**src/rtl/alarm_pkg.sv**
```systemverilog
`default_nettype none
// ============================================================================
// Module      : alarm_pkg
// Description : Shared widths, default timing constants and ringing-FSM state
//               encoding for the alarm snooze controller.
// Revision    : 1.0 - initial release
// ============================================================================
package alarm_pkg;

   // Time-field widths shared with the upstream 12-hour timekeeping block
   localparam int HOUR_W = 4;
   localparam int MIN_W  = 6;
   localparam int SEC_W  = 6;

   localparam int RING_TIMEOUT_D = 60;
   localparam int SNOOZE_MIN_D   = 5;
   localparam int MAX_SNOOZE_D   = 3;

   localparam logic [1:0] ST_IDLE     = 2'd0;
   localparam logic [1:0] ST_RINGING  = 2'd1;
   localparam logic [1:0] ST_SNOOZING = 2'd2;

   typedef enum logic [1:0] {
      IDLE     = ST_IDLE,
      RINGING  = ST_RINGING,
      SNOOZING = ST_SNOOZING
   } alarm_state_e;

   function automatic int max_int(input int a, input int b);
      return (a > b) ? a : b;
   endfunction

endpackage
`default_nettype wire

```
**src/rtl/rise_edge_detect.sv**
```systemverilog
`default_nettype none
// ============================================================================
// Module      : rise_edge_detect
// Description : One-cycle pulse on the rising edge of a debounced level.
// Revision    : 1.0 - initial release
// ============================================================================
module rise_edge_detect (
   input  logic clock_sec,
   input  logic reset,
   input  logic in,
   output logic pulse
);

   logic r_in_q;

   // History resets low so a level held through reset release yields one pulse
   always_ff @(posedge clock_sec or negedge reset) begin
      if (!reset) begin
         r_in_q <= 1'b0;
      end else begin
         r_in_q <= in;
      end
   end

   assign pulse = in & ~r_in_q;

endmodule
`default_nettype wire

```
**src/rtl/alarm_snooze_controller.sv**
```systemverilog
`default_nettype none
// ============================================================================
// Module      : alarm_snooze_controller
// Description : Alarm ringing FSM with enable, stop, limited timed snooze,
//               ring timeout and a sticky missed-alarm flag.
// Revision    : 1.0 - initial release
// ============================================================================
module alarm_snooze_controller
   import alarm_pkg::*;
#(
   parameter int RING_TIMEOUT = RING_TIMEOUT_D,
   parameter int SNOOZE_MIN   = SNOOZE_MIN_D,
   parameter int MAX_SNOOZE   = MAX_SNOOZE_D
) (
   input  logic              clock_sec,
   input  logic              reset,
   input  logic [HOUR_W-1:0] hours,
   input  logic [MIN_W-1:0]  minutes,
   input  logic [SEC_W-1:0]  seconds,
   input  logic              am_pm,
   input  logic [HOUR_W-1:0] alarm_hour,
   input  logic [MIN_W-1:0]  alarm_minute,
   input  logic              alarm_am_pm,
   input  logic              alarm_enable,
   input  logic              snooze,
   input  logic              stop,
   output logic              alarm_ringing,
   output logic              snooze_active,
   output logic [1:0]        snooze_count,
   output logic              alarm_missed
);

   localparam int c_SNOOZE_LEN = SNOOZE_MIN * 60;
   localparam int c_RING_W     = max_int($clog2(RING_TIMEOUT), 1);
   localparam int c_SNZ_W      = max_int($clog2(c_SNOOZE_LEN), 10);

   localparam logic [c_RING_W-1:0] c_RING_LAST  = c_RING_W'(RING_TIMEOUT - 1);
   localparam logic [c_SNZ_W-1:0]  c_SNZ_LOAD   = c_SNZ_W'(c_SNOOZE_LEN - 1);
   localparam logic [1:0]          c_MAX_SNOOZE = 2'(MAX_SNOOZE);

   alarm_state_e        r_state;
   alarm_state_e        w_state_nxt;
   logic [c_RING_W-1:0] r_ring_cnt;
   logic [c_RING_W-1:0] w_ring_cnt_nxt;
   logic [c_SNZ_W-1:0]  r_snz_cnt;
   logic [c_SNZ_W-1:0]  w_snz_cnt_nxt;
   logic [1:0]          r_snooze_count;
   logic [1:0]          w_snooze_count_nxt;
   logic                r_alarm_missed;
   logic                w_alarm_missed_nxt;
   logic                w_snooze_e;
   logic                w_stop_e;
   logic                w_match;

   rise_edge_detect u_snooze_edge (
      .clock_sec (clock_sec),
      .reset     (reset),
      .in        (snooze),
      .pulse     (w_snooze_e)
   );

   rise_edge_detect u_stop_edge (
      .clock_sec (clock_sec),
      .reset     (reset),
      .in        (stop),
      .pulse     (w_stop_e)
   );

   // seconds==0 restricts the trigger to a single edge per matching minute
   assign w_match = alarm_enable
                  & (hours   == alarm_hour)
                  & (minutes == alarm_minute)
                  & (am_pm   == alarm_am_pm)
                  & (seconds == '0);

   always_comb begin
      w_state_nxt        = r_state;
      w_ring_cnt_nxt     = r_ring_cnt;
      w_snz_cnt_nxt      = r_snz_cnt;
      w_snooze_count_nxt = r_snooze_count;
      w_alarm_missed_nxt = r_alarm_missed;

      if (!alarm_enable) begin
         // Disarm overrides everything but keeps the missed flag for the user
         w_state_nxt        = IDLE;
         w_snooze_count_nxt = 2'd0;
      end else begin
         if (w_stop_e) begin
            w_alarm_missed_nxt = 1'b0;
         end

         case (r_state)
            IDLE: begin
               if (w_match) begin
                  w_state_nxt        = RINGING;
                  w_ring_cnt_nxt     = '0;
                  w_snooze_count_nxt = 2'd0;
                  w_alarm_missed_nxt = 1'b0;
               end
            end

            RINGING: begin
               if (w_stop_e) begin
                  w_state_nxt        = IDLE;
                  w_snooze_count_nxt = 2'd0;
               end else if (w_snooze_e && (r_snooze_count < c_MAX_SNOOZE)) begin
                  w_state_nxt        = SNOOZING;
                  w_snooze_count_nxt = r_snooze_count + 2'd1;
                  w_snz_cnt_nxt      = c_SNZ_LOAD;
               end else if (r_ring_cnt == c_RING_LAST) begin
                  w_state_nxt        = IDLE;
                  w_alarm_missed_nxt = 1'b1;
               end else begin
                  w_ring_cnt_nxt = r_ring_cnt + 1'b1;
               end
            end

            SNOOZING: begin
               if (w_stop_e) begin
                  w_state_nxt        = IDLE;
                  w_snooze_count_nxt = 2'd0;
               end else if (r_snz_cnt == '0) begin
                  w_state_nxt    = RINGING;
                  w_ring_cnt_nxt = '0;
               end else begin
                  w_snz_cnt_nxt = r_snz_cnt - 1'b1;
               end
            end

            default: begin
               w_state_nxt = IDLE;
            end
         endcase
      end
   end

   always_ff @(posedge clock_sec or negedge reset) begin
      if (!reset) begin
         r_state        <= IDLE;
         r_ring_cnt     <= '0;
         r_snz_cnt      <= '0;
         r_snooze_count <= 2'd0;
         r_alarm_missed <= 1'b0;
      end else begin
         r_state        <= w_state_nxt;
         r_ring_cnt     <= w_ring_cnt_nxt;
         r_snz_cnt      <= w_snz_cnt_nxt;
         r_snooze_count <= w_snooze_count_nxt;
         r_alarm_missed <= w_alarm_missed_nxt;
      end
   end

   assign alarm_ringing = (r_state == RINGING);
   assign snooze_active = (r_state == SNOOZING);
   assign snooze_count  = r_snooze_count;
   assign alarm_missed  = r_alarm_missed;

endmodule
`default_nettype wire

```
**config.mk**
```make
export PLATFORM = sky130hd
export DESIGN_NAME = alarm_snooze_controller
export DESIGN_NICKNAME = d
export VERILOG_FILES = /design/src/rtl/alarm_pkg.sv /design/src/rtl/rise_edge_detect.sv /design/src/rtl/alarm_snooze_controller.sv
export SDC_FILE = /design/constraint.sdc
export NUM_CORES = 1
export LEC_CHECK = 0
export CORE_ASPECT_RATIO = 1.25
export CORE_MARGIN = 1.5
export CORE_UTILIZATION = 45
export CTS_CLUSTER_SIZE = 40
export DETAILED_ROUTE_END_ITERATION = 16
export GPL_TIMING_DRIVEN = 0
export PLACE_DENSITY = 0.75
export SLEW_MARGIN = 20
export SYNTH_ARGS = -nofsm -noshare
export SYNTH_HDL_FRONTEND = slang
export SYNTH_SLANG_ARGS = --single-unit
```
**constraint.sdc**
```tcl
create_clock -name clock_sec -period 2.85 [get_ports clock_sec]
set_input_delay 0.855 -clock clock_sec [delete_from_list [all_inputs] [get_ports clock_sec]]
set_output_delay 0.855 -clock clock_sec [all_outputs]
set_load 0.02 [all_outputs]
```
==> impl_metrics.env <==
export IMPL_place_congestion=0.752
export IMPL_power_static_leakage_nw=0.839
export IMPL_post_cts_resized_instances=0
export IMPL_grt_pass1_vias=1366
export IMPL_drt_iter0_drc=35
export IMPL_number_of_hold_violations_in_the_final_report=0
export IMPL_ys_seq_elements=23
export IMPL_syn2layout_area_growth_pct=30.7
export IMPL_antenna_violations_before_repair=0
export IMPL_route_layer_met1_wl_um=1280
export IMPL_detail_route_first_pass_iterations=4
export IMPL_timing_reg2reg_worst_path_depth=7
export IMPL_critical_path_class="in -> reg"
export IMPL_buffer_ports_inserted=37
export IMPL_met2_wirelength_um=1960
export IMPL_setup_worst_path_end_class="flop"
export IMPL_clk_pin_slew_ps=130
export IMPL_worst_slew_pin_slew_ps=678
export IMPL_clk_root_buffer_cell="sky130_fd_sc_hd__clkbuf_4"
export IMPL_async_flop_share_pct=100
export IMPL_rsz0062_at_grt="false"
export IMPL_timing_clock_skew_ps=4.90
export IMPL_num_nets_final=234
export IMPL_design_core_area_um2=2970
export IMPL_fin_crit_sh_pct=92.6
export IMPL_cts_max_path_buffers=2
export IMPL_setup_tns_ps=0
export IMPL_dieWidth_um=53.3
export IMPL_total_switching_power_mw=0.136
export IMPL_mappedNetlistNets=192
export IMPL_worst_ep_arrival_time_ps=2890
export IMPL_synthesis_area_um2=1430
export IMPL_power_frac_clock_pct=27.9
export IMPL_ys_flop_type="sky130_fd_sc_hd__dfrtp_1"
export IMPL_post_layout_instance_area_um2=1860
export IMPL_combPwrFrac_pct=14.1
export IMPL_postLayoutCoreUtil_pct=62.7
export IMPL_post_route_min_period_ps=2640
export IMPL_dpl_instance_area_um2=1840
export IMPL_remaining_drc_errors=0
export IMPL_netlist_top_cell_by_area="sky130_fd_sc_hd__dfrtp_1"
export IMPL_highest_layer="met4"
export IMPL_dieHeight_um=65.9
export IMPL_synth_cells_most_frequent="23 x sky130_fd_sc_hd__dfrtp_1, 16 x sky130_fd_sc_hd__xor2_1, 13 x sky130_fd_sc_hd__nand2_1, 13 x sky130_fd_sc_hd__nor2_1, 9 x sky130_fd_sc_hd__a21oi_1"
export IMPL_routed_wirelength_um=3450
export IMPL_netlist_area_leader_share_pct=40.4
export IMPL_worst_endpoint_required_ps=3100
export IMPL_outcome="finished, final reports clean"
export IMPL_post_route_cells_drive_above_1_share_pct=8.67
export IMPL_number_of_h_tree_levels=1
export IMPL_wl_met3_um=160
export IMPL_syn_area_per_cell_um2=9.19
export IMPL_synth_yosys_seq_area_share_pct=40.4
export IMPL_post_drt_via_cell_ratio=5.95
export IMPL_synth_edff_count=0
export IMPL_holdBufCountCts=0
export IMPL_ios=38
export IMPL_n_fill_cell=254
export IMPL_drtAntennaViolNets=0
export IMPL_synth_cell_type_count=39
export IMPL_grt_first_pass_wirelength_um=5720
export IMPL_post_cts_repair_setup_buffers=0
export IMPL_tritoncts_clock_tree="done"
export IMPL_slew_limit_headroom_pct=54.5
export IMPL_cp_start_kind="input port"
export IMPL_grt_overflow_total=0
export IMPL_n_antenna_cell=0
export IMPL_grtUsageTotal_pct=21.7
export IMPL_total_die_area_um2=3520
export IMPL_synthCells=155
export IMPL_p_int_mw=0.430
export IMPL_cts_buffers=3
export IMPL_switching_share_pct=24.0
export IMPL_drv_max_cap_violation_count=0
export IMPL_grt_start_max_net_pins=24
export IMPL_timing_fmax_mhz=379
export IMPL_setup_violations_final=0
export IMPL_pins_over_slew_limit=0
export IMPL_clock_sinks=23
export IMPL_initial_core_util_pct=47.9
export IMPL_ys_top_cells_by_area="sky130_fd_sc_hd__dfrtp_1 40%, sky130_fd_sc_hd__xor2_1 9.8%, sky130_fd_sc_hd__ha_1 3.5%"
export IMPL_crit_path_max_fanout=6
export IMPL_maximum_vdd_drop_mv=0.184
export IMPL_sequentialPowerShare_pct=58.0
export IMPL_vias=1380
export IMPL_p_per_area_nw_per_um2=304
export IMPL_detail_route_wl_per_cell_um=14.9
export IMPL_post_synth_top_count_cell="sky130_fd_sc_hd__dfrtp_1"
export IMPL_yosysWarningCount=0
export IMPL_dp_hpwl_um=2760
export IMPL_worst_skew_pair_late_latency_ps=320
export IMPL_worstHoldPathType="in -> async"
export IMPL_floorplan_rows=22
-- cells in the final DEF, fill, tap and decap left out, drive strengths merged, types with 2 or more instances in the layout --
master | Yosys | layout
o21ai | 7 | 7
o211ai | 4 | 4
or2 | 2 | 2
o2111ai | 3 | 3
nand3 | 7 | 7
a221oi | 2 | 2
nor2b | 3 | 3
nor3 | 4 | 4
clkdlybuf4s50 | 0 | 36
ha | 4 | 4
nand2 | 13 | 13
or3 | 2 | 2
clkbuf | 1 | 4
nor2 | 13 | 13
a41oi | 4 | 4
or4 | 3 | 3
xor2 | 16 | 16
nor4 | 5 | 5
nand2b | 3 | 3
buf | 3 | 4
a21oi | 9 | 9
inv | 6 | 6
dfrtp | 23 | 23
and3 | 4 | 4
a31oi | 4 | 4
-- cell type report --
cell class | count | area [um^2] | share of cell area, %
buffer | 4 | 18.8 | 1.01
clock buffer | 3 | 22.5 | 1.21
clock inverter | 1 | 5.00 | 0.269
inverter | 6 | 22.5 | 1.21
multi-input combinational | 122 | 808 | 43.4
sequential | 23 | 576 | 30.9
tap | 36 | 45.0 | 2.42
timing repair buffer | 37 | 365 | 19.6
-- layer usage --
metal / up-vias / track usage [%]
met1: 671 / 20.7
met2: 50 / 43.8
li1: 653 / -
met4: 0 / 8.65
met5: - / 0
met3: 6 / 2.94
-- stage by stage --
step	hold WS, ps	setup WS [ps]	power (mW)	instances
2_1_floorplan	513	568	0.357	155
3_3_place_gp	540	-89.0	0.414	228
3_5_place_dp	536	-127	0.416	228
4_1_cts	565	207	0.571	232
5_1_grt	507	81.3	0.595	232
6_report	489	212	0.566	232
-- logic make-up (layout without fill, tap and decap cells) --
group                      after synthesis  after routing  synth area share, %
buffers and inverters                   10             51                 2.90
and+or+nand+nor                         64             64                 23.6
DFF                                     23             23                 40.4
AOI/OAI and AO/OA                       38             38                 19.8
adders and majority gates                4              4                 3.51
xor gates and xnor gates                16             16                 9.83
-- registers in the layout, summed over array words and instances (netlist names) --
register / cells
snooze_count: 2
u_stop_edge.r_in_q: 1
r_state: 2
u_snooze_edge.r_in_q: 1
alarm_missed: 1
r_snz_cnt: 10
r_ring_cnt: 6
-- path summary, 6_finish.rpt --
kind,start,endpoint,slack [ps]
worst max-delay path,snooze,r_snz_cnt[9],210
worst min-delay path,reset,snooze_count[1],490
worst max register to register,snooze_count[0],r_snz_cnt[9],570
worst min register to register,alarm_missed,alarm_missed,560
max in group asynchronous,reset,alarm_missed,2010
min in group clock_sec,alarm_missed,alarm_missed,560
-- power by group through the flow --
stage	clock, mW	sequential [mW]	combinational [mW]
CTS	0.161	0.329	0.0818
floorplan	0	0.335	0.0227
detailed placement	0	0.335	0.0815
finish	0.158	0.329	0.0799
global placement	0	0.335	0.0791
global route	0.180	0.329	0.0863
-- worst max-delay path: stages --
cell,delay (ps)
sky130_fd_sc_hd__clkdlybuf4s50_1,480
sky130_fd_sc_hd__nor3b_1,390
sky130_fd_sc_hd__and2_1,180
sky130_fd_sc_hd__buf_2,170
sky130_fd_sc_hd__o2111ai_2,180
sky130_fd_sc_hd__or4_1,450
sky130_fd_sc_hd__a21oi_1,170
No activity file was read; power rests on OpenSTA's default activity.
